<file path="src/rtl/decode_issue.sv">
// Decode/operand-fetch stage: decodes 16-bit instructions, reads an 8x8 register file with
// writeback bypass, and interlocks RAW/WAW hazards through a per-register pending scoreboard.
module decode_issue (
  input  logic        clk,
  input  logic        reset,
  input  logic [15:0] instr,
  input  logic        instr_valid,
  output logic        instr_ready,
  input  logic        wb_en,
  input  logic [2:0]  wb_addr,
  input  logic [7:0]  wb_data,
  output logic [3:0]  opcode,
  output logic [2:0]  dest_reg,
  output logic [2:0]  opAAdr,
  output logic [2:0]  opBAdr,
  output logic [3:0]  storeDataAdr,
  output logic [7:0]  operandA,
  output logic [7:0]  operandB,
  output logic        issue_valid,
  output logic [15:0] stall_count
);

  localparam logic [3:0] OpNop   = 4'h0;
  localparam logic [3:0] OpLoad  = 4'hE;
  localparam logic [3:0] OpStore = 4'hF;

  logic [3:0] f_op;
  logic [2:0] f_dest, f_src_a, f_src_b;
  logic [3:0] f_addr;

  assign f_op    = instr[15:12];
  assign f_dest  = instr[11:9];
  assign f_src_a = instr[8:6];
  assign f_src_b = instr[5:3];
  assign f_addr  = instr[3:0];

  logic is_nop, is_load, is_store, is_alu;
  logic reads_a, reads_b, writes_dest;

  assign is_nop      = (f_op == OpNop);
  assign is_load     = (f_op == OpLoad);
  assign is_store    = (f_op == OpStore);
  assign is_alu      = !is_nop && !is_load && !is_store;
  assign reads_a     = is_alu || is_store;
  assign reads_b     = is_alu;
  assign writes_dest = is_alu || is_load;

  logic [7:0] rf_q [8];
  logic [7:0] pending_q, pending_d;
  logic [7:0] wb_mask, set_mask, eff_pending;

  always_comb begin
    wb_mask = '0;
    if (wb_en) wb_mask[wb_addr] = 1'b1;
  end

  // A register being written back this cycle no longer blocks its readers.
  assign eff_pending = pending_q & ~wb_mask;

  logic hazard, accept, stall;

  assign hazard = instr_valid &&
                  ((reads_a && eff_pending[f_src_a]) ||
                   (reads_b && eff_pending[f_src_b]) ||
                   (writes_dest && eff_pending[f_dest]));

  assign instr_ready = !reset && !hazard;
  assign accept      = instr_valid && instr_ready;
  assign stall       = instr_valid && !instr_ready;

  logic [7:0] rd_a, rd_b;

  assign rd_a = (wb_en && (wb_addr == f_src_a)) ? wb_data : rf_q[f_src_a];
  assign rd_b = (wb_en && (wb_addr == f_src_b)) ? wb_data : rf_q[f_src_b];

  always_comb begin
    set_mask = '0;
    if (accept && writes_dest) set_mask[f_dest] = 1'b1;
  end

  // Set is OR-ed after the clear so an issue to the written-back register keeps it pending.
  assign pending_d = (pending_q & ~wb_mask) | set_mask;

  always_ff @(posedge clk or posedge reset) begin
    if (reset) begin
      for (int i = 0; i < 8; i++) rf_q[i] <= '0;
      pending_q <= '0;
    end else begin
      if (wb_en) rf_q[wb_addr] <= wb_data;
      pending_q <= pending_d;
    end
  end

  logic [3:0]  opcode_q, opcode_d;
  logic [2:0]  dest_q, dest_d, a_adr_q, a_adr_d, b_adr_q, b_adr_d;
  logic [3:0]  sda_q, sda_d;
  logic [7:0]  opnd_a_q, opnd_a_d, opnd_b_q, opnd_b_d;
  logic        issue_valid_q, issue_valid_d;
  logic [15:0] stall_cnt_q, stall_cnt_d;

  always_comb begin
    opcode_d      = '0;
    dest_d        = '0;
    a_adr_d       = '0;
    b_adr_d       = '0;
    sda_d         = '0;
    opnd_a_d      = '0;
    opnd_b_d      = '0;
    issue_valid_d = 1'b0;
    if (accept) begin
      opcode_d      = f_op;
      dest_d        = f_dest;
      a_adr_d       = f_src_a;
      b_adr_d       = f_src_b;
      sda_d         = f_addr;
      opnd_a_d      = rd_a;
      opnd_b_d      = rd_b;
      issue_valid_d = !is_nop;
    end
    stall_cnt_d = stall_cnt_q;
    if (stall && (stall_cnt_q != 16'hFFFF)) stall_cnt_d = stall_cnt_q + 16'd1;
  end

  always_ff @(posedge clk or posedge reset) begin
    if (reset) begin
      opcode_q      <= '0;
      dest_q        <= '0;
      a_adr_q       <= '0;
      b_adr_q       <= '0;
      sda_q         <= '0;
      opnd_a_q      <= '0;
      opnd_b_q      <= '0;
      issue_valid_q <= 1'b0;
      stall_cnt_q   <= '0;
    end else begin
      opcode_q      <= opcode_d;
      dest_q        <= dest_d;
      a_adr_q       <= a_adr_d;
      b_adr_q       <= b_adr_d;
      sda_q         <= sda_d;
      opnd_a_q      <= opnd_a_d;
      opnd_b_q      <= opnd_b_d;
      issue_valid_q <= issue_valid_d;
      stall_cnt_q   <= stall_cnt_d;
    end
  end

  assign opcode       = opcode_q;
  assign dest_reg     = dest_q;
  assign opAAdr       = a_adr_q;
  assign opBAdr       = b_adr_q;
  assign storeDataAdr = sda_q;
  assign operandA     = opnd_a_q;
  assign operandB     = opnd_b_q;
  assign issue_valid  = issue_valid_q;
  assign stall_count  = stall_cnt_q;

endmodule

</file>
<file path="config.mk">
export PLATFORM = sky130hd
export DESIGN_NAME = decode_issue
export DESIGN_NICKNAME = d
export VERILOG_FILES = /design/src/rtl/decode_issue.sv
export SDC_FILE = /design/constraint.sdc
export NUM_CORES = 1
export LEC_CHECK = 0
export CAP_MARGIN = 0
export CELL_PAD_IN_SITES_DETAIL_PLACEMENT = 1
export CELL_PAD_IN_SITES_GLOBAL_PLACEMENT = 1
export CORE_MARGIN = 8
export CORE_UTILIZATION = 48
export CTS_CLUSTER_DIAMETER = 50
export DETAILED_ROUTE_END_ITERATION = 6
export MAX_ROUTING_LAYER = met4
export PLACE_DENSITY_LB_ADDON = 0.1
export SLEW_MARGIN = 10
export SYNTH_ARGS = -nofsm -noshare
export SYNTH_HDL_FRONTEND = slang
export SYNTH_SLANG_ARGS = --single-unit
</file>
<file path="constraint.sdc">
create_clock -name clk -period 10.64 [get_ports clk]
set_clock_uncertainty 0.2 [all_clocks]
set_input_delay 1.064 -clock clk [delete_from_list [all_inputs] [get_ports clk]]
set_output_delay 1.064 -clock clk [all_outputs]
set_load 0.05 [all_outputs]
</file>
==> results of run 1 <==
## worst min-delay path by stage
stage | from | to | slack (ns) | cells after the start
4_1_cts | stall_count[4] | stall_count[4] | 0.29 | 1
6_report | stall_count[4] | stall_count[4] | 0.28 | 1
2_1_floorplan | rf_q[24] | rf_q[24] | 0.26 | 2
3_3_place_gp | stall_count[12] | stall_count[12] | 0.28 | 1
3_5_place_dp | stall_count[4] | stall_count[4] | 0.28 | 1
5_1_grt | stall_count[10] | stall_count[10] | 0.32 | 1
## synthesized netlist by cell type, types with 2 or more instances
master     number
nor2_1         25
dfrtp_1       121
nor3_1          2
o2111ai_1       3
or3_1           2
buf_2           9
a21oi_1         7
a31oi_1         2
nand4b_1        2
nand2_1        56
and3_1         16
mux2i_1        16
a211oi_1       17
nand4_1        17
a41oi_1         2
mux4_2         33
inv_1           7
xnor2_1        19
nand4bb_1       2
nand3_1         9
nand3b_1        2
o21ai_0         7
mux2_2         48
and2_1         12
clkbuf_1       25
nand2b_1        5
buf_4           5
## critical path, delay by kind of cell
kind / cells / cell delay, ns
AOI/OAI and AO/OA: 3 / 0.53
buffers and inverters: 2 / 1.65
and+or+nand+nor: 3 / 1.38
## per-stage QoR
stage	instances	setup WS, ns	instance area (um2)	hold slack [ns]
final	745	4.736	7649	0.2832
after global routing	745	4.583	7649	0.3186
after CTS	745	4.725	7649	0.2896
after detailed placement	713	4.742	6980	0.2826
after global placement	713	4.845	6980	0.2775
after floorplan	496	6.162	6095	0.2588
## routing by layer
layer / GRT usage (%) / vias up / share of wire [%]
met1: 26.80 / 2308 / 40
li1: - / 1943 / -
met4: 11.13 / 0 / 2.8
met5: - / - / 0
met2: 38.64 / 135 / 51
met3: 5.627 / 34 / 6.4
## cell type report
type,count,area (um2)
inverter,7,28.78
tap,172,215.2
multi-input combinational,327,2860
clock inverter,12,221.5
clock buffer,20,446.7
timing repair buffer,86,848.3
sequential,121,3028
fill,1272,4868
## power by group through the flow
stage | Combinational, uW | Clock (uW) | Sequential [uW]
after floorplan | 181 | 0 | 641
after global placement | 321 | 0 | 592
after detailed placement | 330 | 0 | 599
after CTS | 337 | 662 | 594
after global routing | 356 | 682 | 605
final | 333 | 652 | 595
## cell families (layout without fill, tap and decap cells)
kind of cell / count (synthesis) / count (layout)
AND/OR/NAND/NOR: 161 / 161
XOR/XNOR: 19 / 19
buffers and inverters: 48 / 125
adder cells (fa/ha/maj): 1 / 1
AO/OA/AOI/OAI: 48 / 48
multiplexers: 98 / 98
flip-flops: 121 / 121
==> flow_summary.toml, run 1 <==
[clocking]
cts_sinks = 121
postCtsHoldBufs = 0
clk_latency_ns = 0.42
root_buffer = "clkbuf_16"
numCtsBuffers = 17
cts_setup_buffers = 0
tritoncts = "yes"
clock_path_buffers = 2
clkSlewWorstSetupHoldPaths_ns = 0.05
htree_levels = 4
post_cts_resized = 0

[synth]
synth.ff_latch_count = 121
synthMuxAreaShare_pct = 23.88
synth_edf_count = 0
synth_top_family_by_area = "multiplexers"
synthSimpleGateAreaFrac_pct = 14.25
ys_top_cells_by_area = "dfrtp_1 50%, mux4_2 12%, mux2_2 8.9%"
syn_avg_cell_area_um2 = 12.29
synth-seq-area-share_pct = 49.68
synth_top_area_share_pct = 49.68
synth_area_um2 = 6095
syn-num-nets = 528
synth_cells = 496
synth-warning-count = 0
synth_top_area_cell = "dfrtp_1"
synth_flop_cell = "dfrtp_1"
synthXorXnorAreaFrac_pct = 2.730
synth_compound_area_share_pct = 5.687
async_flop_share_pct = 100.0
synth-adder-area-share_pct = 0.2053
ys_types = 52

[route]
first_pass_iters = 4
drc = 0
first_iter_violations = 404
wl_per_cell_um = 23.64
vias = 4420
drtAntennaViolNets = 0
routed_wl_um = 17610
vias_per_cell = 5.933

[global_routing]
grt_usage_pct = 23.55
grt-ovfl-total = 0
grt_pass1_wl_um = 28330
antenna_found_initial = 0
grt_pass1_vias = 4954
grt_max_degree = 71

[floorplan]
rows = 41
dieWidth_um = 128.7
io_pins = 82
core_area_um2 = 12520
die_y_um = 128.7
floorplan.die_area_um2 = 16560
start_util_pct = 48.69

[pwr]
clkPwrFrac_pct = 41.3
seq_power_share_pct = 37.6
powerDensity_nw_per_um2 = 206.6
switching_share_pct = 28.15
p_comb_share_pct = 21.1
cellLeakagePower_uw = 0.003304
p_sw_uw = 444.9
p_int_uw = 1136
power_uw = 1580
vdd_ir_drop_max_v = 0.0001033

[setup_path]
r2r-start = "pending_q[5]"
crit_chain = "clkdlybuf4s50_1, nand4b_1, and3_1, o22ai_1, a211o_1, nand3_1, a21oi_1, clkdlybuf4s50_1"
cp_data_arrival_time_ns = 4.64
cp-end-kind = "primary output"
cp_common_cell = "clkdlybuf4s50_1"
cpPeakStageDelay_ns = 0.83
slowest_stage = "clkdlybuf4s50_1"
crit_end = "instr_ready"
reg2regPathDepth = 6
cp.required_ns = 9.38
cp_max_fo = 12
cp-start-kind = "primary input"
path_class = "primary input to primary output"
r2r_setup_slack_ns = 7.71
r2r-end = "pending_q[0]"
cp-startpoint = "wb_addr[1]"

[timing]
setup_viol = 0
slew_headroom_pct = 22.04
fin_setup_tns_ns = 0
rsz0062_at_grt = "false"
period_minus_slack_ns = 5.904
post-route-period-util_pct = 55.49
tightest_slew_ns = 1.166
final_max_slew_viol_count = 0
fmax_mhz = 169.4
hold_viol_final = 0

[layout]
post-route-util_pct = 61.11
area_growth_pct = 25.50
layout_commonest_cell = "dfrtp_1"
fin_nets = 592
drive_gt1_share_pct = 22.34
diodes = 0
largest_reg_flops = 64
final_cell_mix = "121 x dfrtp_1, 81 x clkdlybuf4s50_1, 56 x nand2_1, 48 x mux2_2, 33 x mux4_2"
largest-register = "rf_q"

[run]
cap_viol_max_count = 0

[placed_design]
io_buffers = 81
dp_hpwl_um = 11010
place.gp.congestion = 0.8878

[outcome]
status = "finished clean"

[hold_path]
hp-class = "flip-flop to flip-flop"
Power figures use the tool's default switching activity.
==> run 2: changes to the inputs <==
--- a/config.mk
+++ b/config.mk
@@ -9,7 +9,7 @@
 export CELL_PAD_IN_SITES_DETAIL_PLACEMENT = 1
 export CELL_PAD_IN_SITES_GLOBAL_PLACEMENT = 1
 export CORE_MARGIN = 8
-export CORE_UTILIZATION = 48
+export CORE_UTILIZATION = 40
 export CTS_CLUSTER_DIAMETER = 50
 export DETAILED_ROUTE_END_ITERATION = 6
 export MAX_ROUTING_LAYER = met4
==> constraint.sdc (replaced) <==
create_clock -name clk -period 5.2 [get_ports clk]
set_clock_uncertainty 0.2 [all_clocks]
set_input_delay 0.52 -clock clk [delete_from_list [all_inputs] [get_ports clk]]
set_output_delay 0.52 -clock clk [all_outputs]
set_load 0.05 [all_outputs]
==> run 2 against run 1 <==
Effect of this change: via count fell by 0.95%; highest routed layer unchanged; first-iteration DRC count shrank 35%; critical endpoint unchanged; worst setup slack got worse by 4.0 ns; sequential share of layout area fell by 0.23 points.
==> flow_summary.toml, run 2 (same netlist as run 1, synthesis figures left out) <==
[hold_path]
min_from = "stall_count[10]"
whs_endpoint = "stall_count[10]"
holdPathStages = 1
hp-class = "flip-flop to flip-flop"

[layout]
largest_reg_flops = 64
fin_nets = 605
diodes = 0
final_cell_mix = "121 x dfrtp_1, 81 x clkdlybuf4s50_1, 56 x nand2_1, 48 x mux2_2, 33 x mux4_2"
largest-register = "rf_q"
post-route-util_pct = 51.17
fin_cells = 774
area_growth_pct = 26.22
layout_commonest_cell = "dfrtp_1"
drive_gt1_share_pct = 23.55

[floorplan]
die_y_um = 139.4
floorplan.die_area_um2 = 19440
rows = 45
core_area_um2 = 15030
start_util_pct = 40.54
io_pins = 82
dieWidth_um = 139.4

[clocking]
tritoncts = "yes"
cts_setup_buffers = 0
postCtsHoldBufs = 0
clk_latency_ns = 0.41
post_cts_resized = 0
root_buffer = "clkbuf_16"
clkSlewWorstSetupHoldPaths_ns = 0.06
clock_path_buffers = 2
htree_levels = 4
numCtsBuffers = 17
cts_sinks = 121

[run]
cap_viol_max_count = 0

[global_routing]
antenna_found_initial = 0
grt_usage_pct = 20.18
grt-ovfl-total = 0
grt_max_degree = 75
grt_pass1_vias = 4784
grt_pass1_wl_um = 29280

[timing]
post-route-period-util_pct = 86.29
slew_headroom_pct = 19.43
setup_viol = 0
period_minus_slack_ns = 4.487
finalWorstSetupSlack_ns = 0.7131
fmax_mhz = 222.9
fin_setup_tns_ns = 0
hold_viol_final = 0
tightest_slew_ns = 1.199
timing.hold.ws_ns = 0.3019
final_max_slew_viol_count = 0
rsz0062_at_grt = "false"

[pwr]
powerDensity_nw_per_um2 = 402.6
cellLeakagePower_uw = 0.003341
vdd_ir_drop_max_v = 0.0002049

[placed_design]
io_buffers = 81
dp_hpwl_um = 12380
place.gp.congestion = 0.8250
dp_slack_ns = 0.7330
place_inst = 742

[route]
vias = 4378
first_iter_violations = 262
drtAntennaViolNets = 0
drc = 0
first_pass_iters = 4
vias_per_cell = 5.656
wl_per_cell_um = 23.19
routed_wl_um = 17950

[setup_path]
cp-end-kind = "primary output"
cp.required_ns = 4.48
cp_data_arrival_time_ns = 3.77
r2r-start = "pending_q[7]"
cp-start-kind = "primary input"
r2r-end = "stall_count[1]"
cp_max_fo = 12
path_class = "primary input to primary output"
r2r_setup_slack_ns = 2.73
reg2regPathDepth = 7

[outcome]
status = "finished clean"
-- run 2: changes by cell type in the layout (fill, tap and decap cells not counted), sizes merged --
cell,previous run,this run
buf,5,18
clkbuf,20,24
clkinvlp,3,1
bufinv,6,3
clkinv,3,4
-- run 2: report_power, final --
part | internal [uW] | switching, uW
Sequential | 1090 | 125
Combinational | 325 | 354
Clock | 788 | 411
-- run 2: final cells by class --
type	count	area, um2
clock buffer	24	481.7
clock inverter	8	117.6
fill	1540	7341
inverter	7	28.78
multi-input combinational	327	2855
sequential	121	3028
tap	188	235.2
timing repair buffer	99	945.9
-- run 2: stage by stage --
step | total power [uW] | area (um2)
CTS | 3132 | 7692
finish | 3097 | 7692
global placement | 1887 | 7093
global route | 3242 | 7692
detailed placement | 1916 | 7093
floorplan | 1682 | 6095
-- run 2: metal layers --
metal | track usage, % | part of all wire (%) | vias to the layer above
li1 | - | - | 1971
met1 | 24.67 | 43 | 2298
met2 | 33.47 | 51 | 94
met3 | 3.933 | 4.5 | 15
met4 | 5.835 | 1.1 | 0
met5 | - | 0 | -
-- run 2: critical path, cell delays in order --
cell             delay (ns)
clkdlybuf4s50_1        0.81
nand4b_1               0.57
and3_1                 0.39
o22ai_1                0.16
a211o_1                0.20
nand3_1                0.11
a21oi_1                0.16
clkdlybuf4s50_1        0.84
-- run 2: worst max-delay path by stage --
stage | startpoint | end | depth (start not counted)
global route | wb_addr[1] | instr_ready | 8
CTS | wb_addr[1] | instr_ready | 9
floorplan | reset | dest_reg[0] | 1
detailed placement | wb_addr[1] | instr_ready | 8
finish | wb_addr[0] | instr_ready | 8
global placement | wb_addr[1] | instr_ready | 8
==> run 3: changes to the inputs <==
--- a/config.mk
+++ b/config.mk
@@ -6,14 +6,12 @@
 export NUM_CORES = 1
 export LEC_CHECK = 0
 export CAP_MARGIN = 0
-export CELL_PAD_IN_SITES_DETAIL_PLACEMENT = 1
-export CELL_PAD_IN_SITES_GLOBAL_PLACEMENT = 1
 export CORE_MARGIN = 8
-export CORE_UTILIZATION = 40
+export CORE_UTILIZATION = 50
 export CTS_CLUSTER_DIAMETER = 50
 export DETAILED_ROUTE_END_ITERATION = 6
 export MAX_ROUTING_LAYER = met4
-export PLACE_DENSITY_LB_ADDON = 0.1
+export PLACE_DENSITY = 0.77
 export SLEW_MARGIN = 10
 export SYNTH_ARGS = -nofsm -noshare
 export SYNTH_HDL_FRONTEND = slang
==> run 3 against run 2 <==
Effect of this change: total power down 7.2%; cell count fell by 5.9%; critical path depth is 1 higher; sequential power about the same; routed wire length is 13% lower; utilization rose by 12 points; first-iteration DRC count is 58% higher; worst hold slack lost 0.00077 ns; non-clock buffer count down 3; clock power shrank 18%; combinational power is 2% lower; design area shrank 2.4%; largest power group unchanged.
==> flow_summary.toml, run 3 (same netlist as run 1, synthesis figures left out) <==
[outcome]
status = "finished clean"

[clocking]
clock_path_buffers = 2
clk_latency_ns = 0.40
clkSlewWorstSetupHoldPaths_ns = 0.05
cts_sinks = 121
postCtsHoldBufs = 0
numCtsBuffers = 17
root_buffer = "clkbuf_16"
tritoncts = "yes"
htree_levels = 4
post_cts_resized = 0
cts_setup_buffers = 0

[layout]
largest_reg_flops = 64
nFillCells = 908
largest-register = "rf_q"
final_cell_mix = "121 x dfrtp_1, 81 x clkdlybuf4s50_1, 56 x nand2_1, 48 x mux2_2, 33 x mux4_2"
drive_gt1_share_pct = 22.89
diodes = 0
fin_nets = 602
layout_commonest_cell = "dfrtp_1"
area_growth_pct = 23.18
post-route-util_pct = 62.76

[pwr]
power_uw = 2874
powerDensity_nw_per_um2 = 382.8
cellLeakagePower_uw = 0.003274
vdd_ir_drop_max_v = 0.0002320

[setup_path]
cp_data_arrival_time_ns = 3.62
path_class = "primary input to primary output"
cp-end-kind = "primary output"
r2r-start = "pending_q[6]"
r2r_setup_slack_ns = 2.69
cp.required_ns = 4.48
r2r-end = "pending_q[4]"
reg2regPathDepth = 6
cp-start-kind = "primary input"
cp_max_fo = 12

[global_routing]
grt_max_degree = 86
grt_usage_pct = 20.65
grt-ovfl-total = 0
grt_pass1_wl_um = 25140
antenna_found_initial = 0
grt_pass1_vias = 4603

[route]
routed_wl_um = 15680
drtAntennaViolNets = 0
vias = 4401
first_pass_iters = 5
first_iter_violations = 414
vias_per_cell = 6.045
wl_per_cell_um = 21.54
drc = 0

[floorplan]
rows = 40
io_pins = 82
core_area_um2 = 11960
dieWidth_um = 126.4
die_y_um = 126.4
floorplan.die_area_um2 = 15980
start_util_pct = 50.95

[placed_design]
dp_hpwl_um = 10550
io_buffers = 81
dp_slack_ns = 0.9073
place.gp.congestion = 0.9083

[timing]
period_minus_slack_ns = 4.342
slew_headroom_pct = 30.83
rsz0062_at_grt = "false"
post-route-period-util_pct = 83.50
hold_viol_final = 0
finalWorstSetupSlack_ns = 0.8579
final_max_slew_viol_count = 0
tightest_slew_ns = 1.038
fmax_mhz = 230.3
fin_setup_tns_ns = 0
setup_viol = 0

[run]
cap_viol_max_count = 0

[hold_path]
min_from = "stall_count[4]"
whs_endpoint = "stall_count[4]"
hp-class = "flip-flop to flip-flop"
holdPathStages = 1
[run 3: cell count changes in the layout (fill, tap and decap cells not counted)]
cell,change
buf_4,-3
nor4bb_1,+1
nor4bb_2,-1
clkbuf_8,-3
bufinv_16,-3
clkbuf_1,-1
clkinv_2,+3
clkinvlp_4,+2
[run 3: critical path, cell delays in order]
cell             delay, ns
clkdlybuf4s50_1       0.78
nand4bb_1             0.20
buf_4                 0.20
nand2_1               0.11
mux4_2                0.48
a211o_1               0.36
nand3_1               0.12
a21oi_1               0.08
clkdlybuf4s50_1       0.76
[run 3: worst max-delay path by stage]
stage                    start     endpoint  slack, ns
floorplan                reset  dest_reg[0]       1.27
global placement    wb_addr[1]  instr_ready       0.96
detailed placement  wb_addr[1]  instr_ready       0.91
CTS                 wb_addr[1]  instr_ready       0.89
global route        wb_addr[1]  instr_ready       0.74
finish              wb_addr[1]  instr_ready       0.86
[run 3: area by class of cell]
cell class                 instances  area, um2  share of cell area [%]
inverter                           7      28.78                  0.3833
tap                              147      183.9                   2.450
sequential                       121       3028                   40.33
multi-input combinational        327       2849                   37.95
clock buffer                      20      436.7                   5.817
timing repair buffer              96      923.4                   12.30
clock inverter                    10      57.56                  0.7667
[run 3: power breakdown]
group,switching [uW],total (uW),internal (uW),leakage [uW]
sequential,126,1220,1090,0.00155
clock,392,986,594,0.000241
combinational,346,668,321,0.00148
total,864,2870,2010,0.00327
[run 3: stage by stage]
stage / hold WS [ns] / std cells / area (um2)
after floorplan: 0.2588 / 496 / 6095
after global placement: 0.2729 / 698 / 7013
after detailed placement: 0.2831 / 698 / 7013
after CTS: 0.2978 / 728 / 7507
after global routing: 0.3157 / 728 / 7507
final: 0.3011 / 728 / 7507
[run 3: per-layer routing]
metal  global-route usage (%)  wire length (um)
met5                        -                 0
met4                    7.785               293
met3                    6.912              1297
met2                    32.17              7589
met1                    24.51              6498
